==> src/rtl/dmem_arbiter.sv <==
// dmem_arbiter: shares the single data-memory port between the core's
// load/store path (CPU) and an external loader/debug master (EXT).
// The CPU wins by default. After MAX_HOLD consecutive contended CPU grants,
// EXT is owed the next grant. Grants are combinational with 0-cycle latency:
// the granted access completes at the rising edge that ends the request cycle.
// Optional build macro DMEM_ARB_PERF_EN adds saturating stall/grant counters.
module dmem_arbiter #(
    parameter int MAX_HOLD = 4
`ifdef DMEM_ARB_PERF_EN
    ,
    parameter int CNT_W    = 16
`endif
) (
    input  logic        CLK,
    input  logic        RST,
    input  logic        cpu_req,
    input  logic        cpu_we,
    input  logic [31:0] cpu_addr,
    input  logic [31:0] cpu_wdata,
    input  logic [2:0]  cpu_ctrl,
    output logic        cpu_gnt,
    output logic        cpu_stall,
    input  logic        ext_req,
    input  logic        ext_we,
    input  logic [31:0] ext_addr,
    input  logic [31:0] ext_wdata,
    input  logic [2:0]  ext_ctrl,
    output logic        ext_gnt,
    output logic [31:0] rdata,
    output logic [31:0] mem_addr,
    output logic [31:0] mem_wdata,
    output logic [2:0]  mem_ctrl,
    output logic        mem_w_en,
    input  logic [31:0] mem_rdata
`ifdef DMEM_ARB_PERF_EN
    ,
    input  logic             perf_clr,
    output logic [CNT_W-1:0] perf_cpu_stall,
    output logic [CNT_W-1:0] perf_ext_grant
`endif
);

    typedef enum logic {
        CPU_PRI  = 1'b0,
        EXT_OWED = 1'b1
    } state_e;

    localparam logic [3:0] HOLD_MAX = 4'(MAX_HOLD);

    state_e     state_q, state_d;
    logic [3:0] hold_q, hold_d;
    logic       cpu_win, ext_win;

    // State register and contended-grant counter.
    always_ff @(posedge CLK or negedge RST) begin
        if (!RST) begin
            state_q <= CPU_PRI;
            hold_q  <= '0;
        end else begin
            // NOTE: non-blocking assignments for all flops so every register
            // samples pre-edge values regardless of statement order.
            state_q <= state_d;
            hold_q  <= hold_d;
        end
    end

    // Next-state and grant decision.
    always_comb begin
        // NOTE: every output of this block gets a default first so no path
        // leaves a signal unassigned, which would infer a latch.
        state_d = state_q;
        hold_d  = hold_q;
        cpu_win = 1'b0;
        ext_win = 1'b0;
        case (state_q)
            CPU_PRI: begin
                if (cpu_req && ext_req) begin
                    cpu_win = 1'b1;
                    if (hold_q >= HOLD_MAX - 4'd1) begin
                        hold_d  = HOLD_MAX;
                        state_d = EXT_OWED;
                    end else begin
                        hold_d = hold_q + 4'd1;
                    end
                end else begin
                    // Uncontested: serve whoever asks; contention streak ends.
                    cpu_win = cpu_req;
                    ext_win = ext_req;
                    hold_d  = '0;
                end
            end
            EXT_OWED: begin
                // Pay the owed turn if EXT is still asking, else fall back to CPU.
                ext_win = ext_req;
                cpu_win = cpu_req & ~ext_req;
                hold_d  = '0;
                state_d = CPU_PRI;
            end
            default: begin
                state_d = CPU_PRI;
                hold_d  = '0;
            end
        endcase
    end

    // Grants and stall are forced low while reset is asserted, without waiting for a clock.
    assign cpu_gnt   = RST & cpu_win;
    assign ext_gnt   = RST & ext_win;
    assign cpu_stall = RST & cpu_req & ~cpu_win;
    assign rdata     = mem_rdata;

    // Memory-port mux: the granted requester drives dmem, idle drives zeros.
    always_comb begin
        mem_addr  = '0;
        mem_wdata = '0;
        mem_ctrl  = '0;
        mem_w_en  = 1'b0;
        if (cpu_gnt) begin
            mem_addr  = cpu_addr;
            mem_wdata = cpu_wdata;
            mem_ctrl  = cpu_ctrl;
            mem_w_en  = cpu_we;
        end else if (ext_gnt) begin
            mem_addr  = ext_addr;
            mem_wdata = ext_wdata;
            mem_ctrl  = ext_ctrl;
            mem_w_en  = ext_we;
        end
    end

`ifdef DMEM_ARB_PERF_EN
    logic [CNT_W-1:0] stall_cnt_q, egnt_cnt_q;

    // Saturating performance counters; clear has priority over counting.
    always_ff @(posedge CLK or negedge RST) begin
        if (!RST) begin
            stall_cnt_q <= '0;
            egnt_cnt_q  <= '0;
        end else if (perf_clr) begin
            stall_cnt_q <= '0;
            egnt_cnt_q  <= '0;
        end else begin
            if (cpu_stall && (stall_cnt_q != '1)) stall_cnt_q <= stall_cnt_q + 1'b1;
            if (ext_gnt && (egnt_cnt_q != '1))    egnt_cnt_q  <= egnt_cnt_q + 1'b1;
        end
    end

    assign perf_cpu_stall = stall_cnt_q;
    assign perf_ext_grant = egnt_cnt_q;
`endif

endmodule
==> config.mk <==
export PLATFORM = sky130hd
export DESIGN_NAME = dmem_arbiter
export DESIGN_NICKNAME = d
export VERILOG_FILES = /design/src/rtl/dmem_arbiter.sv
export SDC_FILE = /design/constraint.sdc
export NUM_CORES = 1
export LEC_CHECK = 0
export CORE_AREA = 2 2 108 110
export CTS_BUF_LIST = sky130_fd_sc_hd__clkbuf_4 sky130_fd_sc_hd__clkbuf_8
export DETAILED_ROUTE_END_ITERATION = 16
export DIE_AREA = 0 0 110 112
export MAX_ROUTING_LAYER = met4
export PLACE_DENSITY = 0.55
export SYNTH_ARGS = -nofsm -noshare
export SYNTH_HDL_FRONTEND = slang
export SYNTH_SLANG_ARGS = --single-unit
==> constraint.sdc <==
create_clock -name CLK -period 1.4 [get_ports CLK]
set_input_delay 0.28 -clock CLK [delete_from_list [all_inputs] [get_ports CLK]]
set_output_delay 0.28 -clock CLK [all_outputs]
set_load 0.02 [all_outputs]
Word-level counts from Yosys, hierarchy flattened
Index checks and enable logic that the tools add are counted.

storage, ports and cells
  register bits after elaboration = 5
  bits of input ports = 172
  logic and storage cells = 31
  output and inout port bits = 103

operators by class
  reduce and logical (&&, ||, !) cells = 1
  muxes and demuxes = 18
  add/sub/neg operators = 1
  bitwise logic cells = 8
  order comparisons = 1

operator list
  operator                                                           number
  2-to-1 mux 32 bit                                                  4
  2-to-1 mux 4 bit                                                   2
  case mux 4 bit (2 select lines)                                    1
  2-to-1 mux 1 bit                                                   6
  2-to-1 mux 3 bit                                                   2
  case mux 1 bit (2 select lines)                                    3
  bitwise AND 1 bit                                                  5
  adder 4 x 1 -> 4 bit, second input constant                        1
  greater-or-equal comparator 4 x 2 -> 1 bit, second input constant  1
  inverter 1 bit                                                     3
  logical AND 1 bit                                                  1

Logic depth before layout (Yosys ltp)
  depth in word-level cells = 6
  mapped depth = 6
  depth with buffers taken out = 3

Worst setup path after synthesis
No wires, ideal clock.

  path type = register to output
  start point = register state_q
  end point = output mem_addr[24]
  data arrival time = 1.232 ns
  path slack = -0.112 ns
  stages on the path, launching flop included = 5
  cell sequence = dfrtp_1 buf_2 a21oi_2 buf_2 a22o_1

between the ends
  elaborated cells on any way between the ends = 7
  those cells by class = mux (4); bitwise (3)

RTL lines
  what                                 line  source
  from (decl)                          50    state_e state_q, state_d;
  from (signal assigned)               62    state_q <= state_d;
  inverter 1 bit                       -
  case mux 1 bit (2 select lines) (*)  75    case (state_q)
  bitwise AND 1 bit (*)                107   assign cpu_gnt = RST & cpu_win;
  named net cpu_gnt                    21    output logic cpu_gnt,
  2-to-1 mux 32 bit (*)                118   if (cpu_gnt) begin
  to (decl)                            30    output logic [31:0] mem_addr,

The timed path passes the listed nets; every way through them passes the cells marked *.

Worst setup path after layout
  start point = register state_q
  end point = output mem_addr[4]

between the ends
  cells in the longest elaborated chain, start to end = 5
  elaborated cells on any way between the ends = 7
  those cells by class = mux (4); bitwise (3)

ends and longest elaborated chain
  what                             line  source
  inverter 1 bit                   -
  case mux 1 bit (2 select lines)  75
  bitwise AND 1 bit                108   assign ext_gnt = RST & ext_win;
  2-to-1 mux 32 bit                123   end else if (ext_gnt) begin
  2-to-1 mux 32 bit (*)            118

Every way passes the cells marked *; elsewhere a longest branch is shown, timed or not.

==> results_dict.tcl <==
set metrics [dict create \
    reg2reg_from "state_q" \
    grt_overflow 0 \
    crit_family "buffers and inverters" \
    reg2regPathDepth 5 \
    hpwl_microns 5370 \
    antenna_left 0 \
    die-width_microns 110 \
    grt_start_max_net_pins 37 \
    fin_nets 506 \
    ys_types 15 \
    start_kind "flip-flop" \
    clock_latency_ps 230 \
    ys_seq_area_share_pct 10.9 \
    status "complete, but fails checks" \
    final_core_util_pct 34.1 \
    vias 1930 \
    clock-sinks 5 \
    setup_viol 71 \
    avgSynthCellArea_sq_um 8.46 \
    antenna_found_initial 0 \
    clock_skew_ps 3.85 \
    synth_nets 309 \
    worst-r2r-setup-slack_ps 120 \
    drt-vias-per-instance 4.06 \
    syn-cell-area_sq_mm 0.00115 \
    cts_made_buffers 3 \
    firstDrtPassIters 4 \
    drive_above_1_share_pct 36.7 \
    io_buffer_count 210 \
    hold_viol 0 \
    path_buf_inv 4 \
    cts_tree "built" \
    cts_max_level 1 \
    grt_pass1_wl_microns 9990 \
    drt-initial-drc-count 43 \
    path_clk_slew_ps 40 \
    grt_pass1_vias 1902 \
    slew_viol_final 0 \
    syn2layout_area_growth_pct 231 \
    ctsLongestPathBuffers 2 \
    crit_chain "buf_6 -> a21oi_4 -> buf_12 -> buf_12 -> a22o_1 -> buf_6" \
    core_area_sq_mm 0.0112 \
    place_congestion 0.723 \
    cpMaxStageDelayCell "dfrtp_2" \
    ir_drop_v 0.000514 \
    fin_crit_sh_pct 131 \
    cts_root_buf "clkbuf_8" \
    fmax_mhz 547 \
    fp-row-count 39 \
    synth_cells 136 \
    crit_path_end_kind "output port" \
    start_util_pct 10.3 \
    power_density_mw_per_mm2 451 \
    grt_setup_unrepaired "true" \
    hold_class "in -> async" \
    finalSetupTns_ps -27230 \
    power_leakage_uw 0.00165 \
    cp_data_arrival_time_ps 1550 \
    grtUsageTotal_pct 11.0 \
    period_needed_ps 1830 \
    crit_path_max_fanout 16 \
    max_stage_delay_ps 420 \
    drcViolationCount 0 \
    yosys_warnings 0 \
    cts-hold-fix-buffers 0 \
    worst_slack_ps -429 \
    ys_ff_latch 5 \
    antenna_cells 0 \
    max_cap_violations 0 \
    required_ps 1120 \
    die-area_sq_mm 0.0123 \
    die_y_microns 112 \
    violations "negative setup slack" \
    r2r-end "hold_q[0]" \
    wl_per_cell_microns 16.4 \
    critical_path_class "reg -> out" \
    ios 275 \
    routed_wl_microns 7770 \
]
synth_stat cells:
| cell | instances | share of area (%) |
|---|---|---|
| a21oi_2 | 1 | 0.76 |
| a21oi_4 | 1 | 1.4 |
| a22o_1 | 68 | 52 |
| and3_1 | 1 | 0.54 |
| buf_2 | 11 | 4.8 |
| buf_4 | 34 | 22 |
| buf_6 | 2 | 2.0 |
| conb_1 | 1 | 0.33 |
| dfrtp_1 | 5 | 11 |
| ha_1 | 1 | 1.1 |
| inv_2 | 1 | 0.33 |
| nand2_1 | 4 | 1.3 |
| nor2_1 | 2 | 0.65 |
| nor3_1 | 3 | 1.3 |
| nor4b_1 | 1 | 0.76 |
layout by cell type, fill, tap and decap left out, types with 3 or more instances in the layout:
| master | instances |
|---|---|
| buf_4 | 12 |
| buf_8 | 3 |
| clkdlybuf4s50_1 | 136 |
| clkbuf_8 | 3 |
| buf_16 | 4 |
| a22o_1 | 58 |
| nor3_1 | 3 |
| buf_6 | 71 |
| buf_12 | 7 |
| clkbuf_16 | 3 |
| dfrtp_1 | 4 |
| a22o_4 | 10 |
power by group:
group / switching [uW] / internal, uW / total, uW
sequential: 3.61 / 151 / 155
clock: 74.5 / 215 / 290
combinational: 469 / 802 / 1270
sequential cells by signal, indices dropped and copies added (netlist names):
name     flops
state_q      1
hold_q       4
per-layer routing:
metal / GRT usage, % / vias up / wire length, microns
li1: - / 902 / -
met1: 11.4 / 874 / 2770
met2: 20.2 / 144 / 4020
met3: 2.81 / 10 / 895
met4: 2.62 / 0 / 87
met5: - / - / 0
cell type report:
| type | instances | area, sq um |
|---|---|---|
| Clock buffer | 4 | 48.8 |
| Fill cell | 1146 | 7370 |
| Inverter | 1 | 6.26 |
| Multi-Input combinational cell | 83 | 798 |
| Sequential cell | 5 | 126 |
| Tap cell | 143 | 179 |
| Timing Repair Buffer | 239 | 2650 |
repair_timing:
action / 4_1_cts / 5_1_grt
setup buffers: 8 / 5
pin swaps: 16 / 16
resized for setup: 406 / 48
hold endpoints to repair: 0 / 0
endpoints found under the setup margin: 71 / 72
cloned: 5 / 4
worst max-delay path by stage:
| stage | slack, ps | startpoint | endpoint | depth (start not counted) |
|---|---|---|---|---|
| 2_1_floorplan | 2 | state_q | mem_addr[14] | 6 |
| 3_3_place_gp | -1020 | RST | mem_w_en | 6 |
| 3_5_place_dp | -1030 | RST | mem_addr[1] | 6 |
| 4_1_cts | -430 | state_q | mem_addr[15] | 6 |
| 5_1_grt | -470 | state_q | mem_addr[4] | 6 |
| 6_report | -430 | state_q | mem_addr[4] | 6 |
stage by stage:
step | std cells | total power, uW | hold WS [ps] | worst slack (ps) | instance area [sq um]
2_1_floorplan | 136 | 696 | -15.6 | 1.90 | 1270
3_3_place_gp | 452 | 1260 | 427 | -1020 | 3320
3_5_place_dp | 452 | 1260 | 435 | -1030 | 3320
4_1_cts | 469 | 1650 | 134 | -432 | 3570
5_1_grt | 475 | 1810 | 132 | -471 | 3810
6_report | 475 | 1720 | 120 | -429 | 3810
logic make-up after synthesis:
kind of cell    after synthesis  share of synthesized area, %
compound gates               70                          53.9
buf+inv                      48                          29.2
simple gates                 11                          4.57
flops                         5                          10.9
fa+ha+maj                     1                          1.09
other cells                   1                         0.326
(Power assumes the default switching activity.)
